[src/rtl/div32_seq.sv]
// rtl/div32_seq.sv - iterative restoring 32-bit divider, signed/unsigned, start/busy/done handshake
module div32_seq #(
    parameter int WIDTH = 32,
    parameter int CNT_W = 6
) (
    input  logic             clk,
    input  logic             reset,
    input  logic             start,
    input  logic             is_signed,
    input  logic [WIDTH-1:0] A,
    input  logic [WIDTH-1:0] B,
    output logic [WIDTH-1:0] Q,
    output logic [WIDTH-1:0] R,
    output logic             busy,
    output logic             done,
    output logic             div_by_zero
);

    typedef enum logic [1:0] {IDLE, RUN, FIX, DONE} state_t;

    state_t           state, state_nxt;
    logic [WIDTH-1:0] rem, dvd, dvs;
    logic             sign_q, sign_r;
    logic [CNT_W-1:0] cnt;
    logic [WIDTH-1:0] a_mag, b_mag;
    logic [WIDTH:0]   shifted, trial;
    logic             b_zero;

    always_comb begin
        b_zero  = (B == '0);
        a_mag   = (is_signed && A[WIDTH-1]) ? -A : A;
        b_mag   = (is_signed && B[WIDTH-1]) ? -B : B;
        shifted = {rem, dvd[WIDTH-1]};
        // rem < dvs, so the difference always fits a WIDTH+1 bit signed value
        trial   = shifted - {1'b0, dvs};
    end

    always_comb begin
        state_nxt = state;
        case (state)
            IDLE: if (start) state_nxt = b_zero ? DONE : RUN;
            RUN:  if (cnt == CNT_W'(1)) state_nxt = FIX;
            FIX:  state_nxt = DONE;
            DONE: state_nxt = IDLE;
            default: state_nxt = IDLE;
        endcase
    end

    always_ff @(posedge clk) begin
        if (reset) begin
            state <= IDLE;
            busy  <= 1'b0;
            done  <= 1'b0;
        end else begin
            state <= state_nxt;
            busy  <= (state_nxt == RUN) || (state_nxt == FIX);
            done  <= (state_nxt == DONE);
        end
    end

    always_ff @(posedge clk) begin
        if (reset) begin
            Q           <= '0;
            R           <= '0;
            div_by_zero <= 1'b0;
            cnt         <= '0;
            rem         <= '0;
            dvd         <= '0;
            dvs         <= '0;
            sign_q      <= 1'b0;
            sign_r      <= 1'b0;
        end else begin
            case (state)
                IDLE: begin
                    if (start) begin
                        if (b_zero) begin
                            Q           <= '1;
                            R           <= A;
                            div_by_zero <= 1'b1;
                        end else begin
                            dvd    <= a_mag;
                            dvs    <= b_mag;
                            rem    <= '0;
                            sign_q <= is_signed & (A[WIDTH-1] ^ B[WIDTH-1]);
                            sign_r <= is_signed & A[WIDTH-1];
                            cnt    <= CNT_W'(WIDTH);
                        end
                    end
                end
                RUN: begin
                    rem <= trial[WIDTH] ? shifted[WIDTH-1:0] : trial[WIDTH-1:0];
                    dvd <= {dvd[WIDTH-2:0], ~trial[WIDTH]};
                    cnt <= cnt - 1'b1;
                end
                FIX: begin
                    Q           <= sign_q ? -dvd : dvd;
                    R           <= sign_r ? -rem : rem;
                    div_by_zero <= 1'b0;
                end
                default: ;
            endcase
        end
    end

endmodule

[config.mk]
export PLATFORM = sky130hd
export DESIGN_NAME = div32_seq
export DESIGN_NICKNAME = d
export VERILOG_FILES = /design/src/rtl/div32_seq.sv
export SDC_FILE = /design/constraint.sdc
export NUM_CORES = 1
export LEC_CHECK = 0
export CAP_MARGIN = 15
export CORE_ASPECT_RATIO = 0.7
export CORE_MARGIN = 10
export CORE_UTILIZATION = 35
export DETAILED_ROUTE_END_ITERATION = 16
export PLACE_DENSITY = 0.69
export SLEW_MARGIN = 20
export SYNTH_ARGS = -nofsm -noshare
export SYNTH_HDL_FRONTEND = slang
export SYNTH_SLANG_ARGS = --single-unit
[constraint.sdc]
create_clock -name clk -period 3.6 [get_ports clk]
set_input_delay 0.72 -clock clk [delete_from_list [all_inputs] [get_ports clk]]
set_output_delay 0.72 -clock clk [all_outputs]
set_load 0.02 [all_outputs]
==> results, run 1 <==
- The timing-limited maximum frequency is 297 MHz.
- The critical path required time is 3.91 ns.
- The biggest area consumer among synthesized cells is sky130_fd_sc_hd__dfxtp_1.
- The number of vias in the routed layout is 10800.
- The worst setup path is captured at a flop.
- Synthesis produced a netlist whose cell count is 1387.
- Counting distinct cell types in the post-synthesis netlist gives 59.
- The met1 track utilization from global routing is 0.257.
- The class of the most critical setup path is flop to flop.
- The count of pins on the block boundary is 135.
- The flow ran to the end, and the final reports show no timing, DRC or antenna violations.
- The post-layout minimum cycle time is 3.36 ns.
- Counting every sink on the clock net gives 173.
- The via count of the first global-routing pass was 9994.
- The clock latency reported for the late side of the worst-skew pair is 0.45 ns.
- Input and output buffers added on the ports amount to 134.
- Following the worst setup path forward leads to its endpoint at rem[7].
- The critical path starts at dvd[31].
- The total power draw is 6.31 mW.
- The most used flip-flop cell after synthesis is sky130_fd_sc_hd__dfxtp_1.
- The worst hold path class is flop to flop.
- The horizontal extent of the die is 231 µm.
- The element type at the critical path start is a flop.
- The per-cell routed wire length is 17.5 µm.
- The worst register-to-register path has a setup slack of 0.24 ns.
- The detail route stage leaves a number of antenna-violating nets equal to 0.
- The worst hold path passes through 2 cells.
- The portion of synthesized cell area occupied by the leading cell type is 0.318.
- After synthesis, the cell types taking the most area are sky130_fd_sc_hd__dfxtp_1 32%, sky130_fd_sc_hd__xor2_1 7.6%, sky130_fd_sc_hd__nor2_1 6.1%.
- The clock passes through at most 2 buffers.
- The H-tree depth reported by CTS is 4.
- The mapped netlist covers 10900 µm².
- Counting flops and latches in the post-synthesis netlist gives 173.
- The worst max-slew margin expressed relative to the limit is 0.408.
- The maximum fanout along the worst path is 25.
- The routing usage on met2 is 0.241.
- For this run, the post-layout net count is 1654.
- After legalization and detailed placement, the total HPWL measured 26900 µm.
- The mean instance size in the synthesized netlist is 7.85 µm².
- The met3 usage is 0.0515.
- The global-route wire length before repair is 55000 µm.
- In the routed layout, each cell is associated on average with a via count of 5.48.
- Measured along the y axis, the die boundary spans 168 µm.
- The capturing point of the worst reg2reg path is rem[7].
- The area of the die is 38700 µm².
- In the synthesized netlist the async set-or-reset flop fraction comes to 0.
- Setup repair after global routing left no endpoint under its margin.
- The pre-antenna-repair detailed-routing pass consisted of 9 iterations.
- The power density of the placed cells is 457 nW/µm².
- For this run, the share of the core covered by cells in the final layout is 0.456.
- Summed over all layers, the global routing overflow is 0.
- Dividing the final minimum period by the clock period gives 0.934.
- By count the netlist is led by 178 x sky130_fd_sc_hd__nor2_1, 173 x sky130_fd_sc_hd__dfxtp_1, 141 x sky130_fd_sc_hd__nand2_1.
- The aggregate global-route resource usage is 0.174.
- The arrival time of data at the critical path endpoint is 3.68 ns.
- The fraction of layout cells with a size suffix above 1 is 0.0994.
- The initial antenna violation count came to 0.
- The number of endpoints with negative hold slack in the final report is 0.
- The net count after synthesis is 1495.
- The transition time at the pin with the least slew margin is 0.885 ns.
- The most crowded layer after global routing is met1.
- The start of the worst register-to-register path is dvd[31].
- The initial core utilization is 0.359.
- The area overhead of the layout relative to synthesis is 27.0%.
- The number of design rule violations left after detail routing is 0.
- For this design the static power due to leakage is 5.19 nW.
- The clock slew seen by the registers of the worst setup and hold paths is 0.07 ns.
- The maximum number of pins on one net before global-route repair is 79.
- The portion of the post-synthesis area used by sequential elements is 0.318.
- The number of flops mapped to enable cells by yosys is 0.
- The number of antenna diodes in the final layout is 0.
- For this run, the number of Yosys warnings is 0.
- The number of cells on the worst reg-to-reg path is 13.
- The number of pins with negative max-slew slack in the final report is 0.
- sky130_fd_sc_hd__nor2_1 is the most common cell in the netlist.
- The final count of negative-setup-slack endpoints is 0.
- The weighted congestion at the end of routability-driven global placement is 0.900.
- The number of clock buffers added by TritonCTS is 17.
- The maximum clock skew at final layout is 0.00940 ns.
- The total wire length is 34600 µm.
- The DRC marker count from the first detailed-route iteration is 1114.
- The number of rows in the core area is 53.
- The CTS tree is built.
- The core region is 30300 µm².
- The worst supply voltage drop on vdd is 0.292 mV.
- Max-cap violations in this run came to 0.
- The tree is rooted in a sky130_fd_sc_hd__clkbuf_16.
==> how the worst min path moves through the flow <==
stage	startpoint	endpoint	slack, ns
final	R[13]	R[13]	0.45
after floorplan	dvs[22]	dvs[22]	0.43
after global placement	dvs[22]	dvs[22]	0.45
after CTS	R[13]	R[13]	0.46
after detailed placement	R[13]	R[13]	0.45
after global routing	R[17]	R[17]	0.48
==> cell type report <==
class | instances | area, µm²
repair buffers | 228 | 2130
multi-input cells | 1075 | 6940
well taps | 412 | 515
fillers | 2999 | 16500
inverters | 51 | 191
clock inverters | 15 | 155
flip-flops and latches | 173 | 3460
clock buffers | 17 | 425
==> cells in the final DEF, fill, tap and decap left out, types with 27 or more instances in the layout <==
cell type                         count
sky130_fd_sc_hd__a211oi_1            59
sky130_fd_sc_hd__a21oi_1             96
sky130_fd_sc_hd__a222oi_1            31
sky130_fd_sc_hd__buf_4               88
sky130_fd_sc_hd__clkdlybuf4s50_1    133
sky130_fd_sc_hd__dfxtp_1            172
sky130_fd_sc_hd__ha_1                39
sky130_fd_sc_hd__inv_1               51
sky130_fd_sc_hd__nand2_1            141
sky130_fd_sc_hd__nor2_1             176
sky130_fd_sc_hd__o211ai_1            27
sky130_fd_sc_hd__o21ai_0             74
sky130_fd_sc_hd__o31ai_1             29
sky130_fd_sc_hd__xnor2_1             58
sky130_fd_sc_hd__xor2_1              93
==> power breakdown <==
part / switching (mW) / leakage [nW] / internal, mW / total (mW)
logic: 1.29 / 3.50 / 0.971 / 2.26
clock network: 0.885 / 0.279 / 0.979 / 1.86
registers: 0.146 / 1.41 / 2.04 / 2.19
==> sequential cells by signal, indices dropped and copies added (netlist names), 2 cells and up <==
register  count
R            32
dvs          32
Q            32
state         2
dvd          32
rem          32
cnt           6
==> repair_timing <==
item,4_1_cts,5_1_grt
setup endpoints to repair,0,18
gates resized for setup,0,1
hold buffers,0,0
buffers inserted,0,0
==> routing by layer <==
metal | part of all wire | up-vias
met5 | 0 | -
met4 | 0.0085 | 0
met3 | 0.082 | 23
met2 | 0.40 | 394
met1 | 0.51 | 5064
li1 | - | 5313
==> critical path, cell delays in order (launching register included) <==
cell and delay [ns]:
sky130_fd_sc_hd__dfxtp_1 0.34, sky130_fd_sc_hd__inv_1 0.10, sky130_fd_sc_hd__ha_1 0.26, sky130_fd_sc_hd__fa_1 0.42, sky130_fd_sc_hd__nor2b_1 0.22, sky130_fd_sc_hd__o31ai_1 0.15, sky130_fd_sc_hd__a211oi_2 0.27, sky130_fd_sc_hd__nor3b_1 0.09
sky130_fd_sc_hd__buf_4 0.16, sky130_fd_sc_hd__o211ai_1 0.37, sky130_fd_sc_hd__xor2_4 0.30, sky130_fd_sc_hd__buf_12 0.24, sky130_fd_sc_hd__mux2i_1 0.20, sky130_fd_sc_hd__o21ai_0 0.09
==> cell families (layout without fill, tap and decap cells) <==
group | Yosys count | after routing | synth area share
xor+xnor | 152 | 152 | 0.122
compound gates | 403 | 403 | 0.251
flops | 173 | 173 | 0.318
simple gates | 460 | 460 | 0.195
buf+inv | 139 | 311 | 0.0483
fa+ha+maj | 40 | 40 | 0.0467
mux | 20 | 20 | 0.0184
==> metrics by stage <==
stage          hold WS [ns]  worst slack (ns)  instance area [µm²]  TNS, ns  instances
5_1_grt               0.476            0.0123                13800        0       1971
3_5_place_dp          0.448            -0.173                13200    -8.03       1939
6_report              0.455             0.236                13800        0       1971
3_3_place_gp          0.447            -0.122                13200    -3.93       1939
4_1_cts               0.457             0.147                13800        0       1971
2_1_floorplan         0.432             0.105                10900        0       1387
Power figures use the tool's default switching activity.
==> run 2: changes to the inputs <==
ABC_CLOCK_PERIOD_IN_PS = 3600   (was default)
RECOVER_POWER = 100   (was default)
==> run 2 against run 1 <==
Against the previous run: routed wire length up 0.20%; design area down 0.30%; critical path depth unchanged; via count up 0.44%; register-to-register slack about the same.
==> results, run 2 (synthesis gave the netlist of run 1 again) <==
- The run finished with clean final reports.
- The clock latency reported for the late side of the worst-skew pair was 0.45 ns (about the same).
- The post-layout minimum cycle time is 3.36 ns (-0.00393 ns).
- The layout filler cell count is 3011 (+0.40%).
- The fraction of layout cells with a size suffix above 1 is 0.0930 (-0.00641).
- The via count of the first global-routing pass is 9994 (unchanged).
- The portion of the clock cycle consumed by the worst path in the final layout is 0.933 (-0.00109).
- The number of nets still failing antenna checks after routing is 0 (unchanged).
- The maximum fanout along the worst path is 25 (unchanged).
- The maximum number of pins on one net before global-route repair is 79 (unchanged).
- The critical path ends at rem[7].
- The count of pins on the block boundary came to 135 (unchanged).
- The worst register-to-register path begins at dvd[31].
- The root cell of the clock tree is sky130_fd_sc_hd__clkbuf_16.
- The detailed placer's ending HPWL is 26900 µm (unchanged).
- The via density per instance is 5.50 (+0.44%).
- The static power due to leakage is 5.39 nW (+3.9%).
- The H-tree depth reported by CTS is 4 (unchanged).
- The number of buffers created by CTS is 17 (unchanged).
- The arrival time of data at the critical path endpoint was 3.67 ns (about the same).
- The worst hold path class is flop to flop.
- The number of vias in the routed layout is 10800 (+0.44%).
- The post-route cell area came to 13800 µm² (-0.30%).
- The total wire length came to 34600 µm (+0.20%).
- The vertical die dimension is 168 µm (unchanged).
- The area of the die is 38700 µm² (unchanged).
- The global-route wire length before repair came to 55000 µm (unchanged).
- The horizontal extent of the die came to 231 µm (unchanged).
- In the layout the commonest cells are 176 x sky130_fd_sc_hd__nor2_1, 172 x sky130_fd_sc_hd__dfxtp_1, 141 x sky130_fd_sc_hd__nand2_1.
- The critical path required time is 3.91 ns (about the same).
- TritonCTS built the clock tree.
- The launch point of the critical path is dvd[31].
- The power density of the placed cells is 456 nW/µm² (about the same).
- The timing-limited maximum frequency is 298 MHz (+0.12%).
- The count of cells along the worst register-to-register path is 13 (unchanged).
- The per-cell routed wire length is 17.6 µm (+0.20%).
- The area of the multi-input gates is 6930 µm² (-0.18%).
- The total power draw came to 6.29 mW (-0.34%).
- Relative to the synthesized area, the layout overhead comes to 26.6%.
- Setup repair after global routing left no endpoint under its margin.
- The area of placed instances came to 13200 µm² (unchanged).
- The final count of negative-setup-slack endpoints is 0 (unchanged).
- The commonest non-fill, non-tap cell in the layout is sky130_fd_sc_hd__nor2_1.
- The DRC marker count from the first detailed-route iteration came to 1183 (+6.2%).
- The total inserted antenna cells is 0 (unchanged).
- The port buffer count is 134 (unchanged).
- The worst setup path is launched from a flop.
- The total congestion overflow after global routing came to 0 (unchanged).
- The max-cap violation count is 0 (unchanged).
- The initial core utilization is 0.359 (unchanged).
- The number of design rule violations left after detail routing came to 0 (unchanged).
- The count of buffers added by post-CTS timing repair for setup was 0 (unchanged).
- The count of nets after finishing is 1654 (unchanged).
- The number of detailed-routing iterations run before antenna repair is 9 (unchanged).
- The aggregate global-route resource usage was 0.174 (unchanged).
- The maximum clock skew at final layout is 0.0103 ns (+0.000903 ns).
- The weighted congestion at the end of routability-driven global placement was 0.900 (unchanged).
- The worst setup path is captured at a flop.
- The number of endpoints with negative hold slack in the final report is 0 (unchanged).
- The area used by sequential logic in the layout is 3460 µm² (unchanged).
- The number of pins with negative max-slew slack in the final report was 0 (unchanged).
- The total core area is 30300 µm² (unchanged).
- The internal reg-to-reg setup slack is 0.24 ns (about the same).
- The worst max-slew margin expressed relative to the limit came to 0.420 (+0.0118).
- The number of rows in the core area was 53 (unchanged).
- The setup path with the least slack is of type flop to flop.
- The cts-stage hold buffer count came to 0 (unchanged).
- The initial antenna violation count is 0 (unchanged).
- The number of instances resized during post-cts repair is 0 (unchanged).
- The number of clock sinks is 173 (unchanged).
- The worst supply voltage drop on vdd came to 0.289 mV (-1.3%).
- The transition time at the pin with the least slew margin is 0.868 ns (-0.0177 ns).
- The capturing point of the worst reg2reg path is rem[7].
- The clock slew seen by the registers of the worst setup and hold paths is 0.07 ns (about the same).
- The maximum number of buffers from clock root to sink was 2 (unchanged).
-- run 2: final cells by class --
class,count,share of cell area
clock buffer,17,0.0309
clock inverter,15,0.0113
inverter,51,0.0139
multi-input combinational,1075,0.503
sequential,173,0.251
tap,412,0.0374
timing repair buffer,228,0.153
-- run 2: how the worst min path moves through the flow --
stage	from	to	slack, ns	depth (start not counted)
after global placement	dvs[22]	dvs[22]	0.45	2
after floorplan	dvs[22]	dvs[22]	0.43	2
final	R[13]	R[13]	0.45	2
after global routing	R[17]	R[17]	0.47	2
after detailed placement	R[13]	R[13]	0.45	2
after CTS	R[13]	R[13]	0.46	2
-- run 2: layer usage --
layer,GRT usage,vias to the layer above,part of all wire
met5,0,-,0
met4,0.0331,0,0.0089
met3,0.0515,27,0.076
met2,0.241,349,0.40
met1,0.257,5143,0.51
li1,-,5322,-
-- run 2: worst max-delay path, cell delays in order, from the launching register on --
cell,delay [ns]
sky130_fd_sc_hd__dfxtp_1,0.34
sky130_fd_sc_hd__inv_1,0.10
sky130_fd_sc_hd__ha_1,0.26
sky130_fd_sc_hd__fa_1,0.42
sky130_fd_sc_hd__nor2b_1,0.22
sky130_fd_sc_hd__o31ai_1,0.16
sky130_fd_sc_hd__a211oi_2,0.27
sky130_fd_sc_hd__nor3b_1,0.09
sky130_fd_sc_hd__buf_4,0.16
sky130_fd_sc_hd__o211ai_1,0.37
sky130_fd_sc_hd__xor2_4,0.30
sky130_fd_sc_hd__buf_12,0.24
sky130_fd_sc_hd__mux2i_1,0.20
sky130_fd_sc_hd__o21ai_0,0.09
-- run 2: through the flow --
step | utilization | worst slack [ns] | TNS [ns] | instances | hold slack, ns
after global placement | 0.437 | -0.122 | -3.93 | 1939 | 0.447
after detailed placement | 0.437 | -0.173 | -8.03 | 1939 | 0.448
after floorplan | - | 0.105 | 0 | 1387 | 0.432
after CTS | 0.456 | 0.147 | 0 | 1971 | 0.457
after global routing | 0.455 | 0.0139 | 0 | 1971 | 0.473
final | 0.455 | 0.240 | 0 | 1971 | 0.452
-- run 2: power by group --
| group | internal [mW] | switching (mW) | total (mW) | leakage (nW) |
|---|---|---|---|---|
| Combinational | 0.951 | 1.29 | 2.24 | 3.70 |
| Sequential | 2.04 | 0.145 | 2.19 | 1.41 |
| Clock | 0.980 | 0.884 | 1.86 | 0.279 |
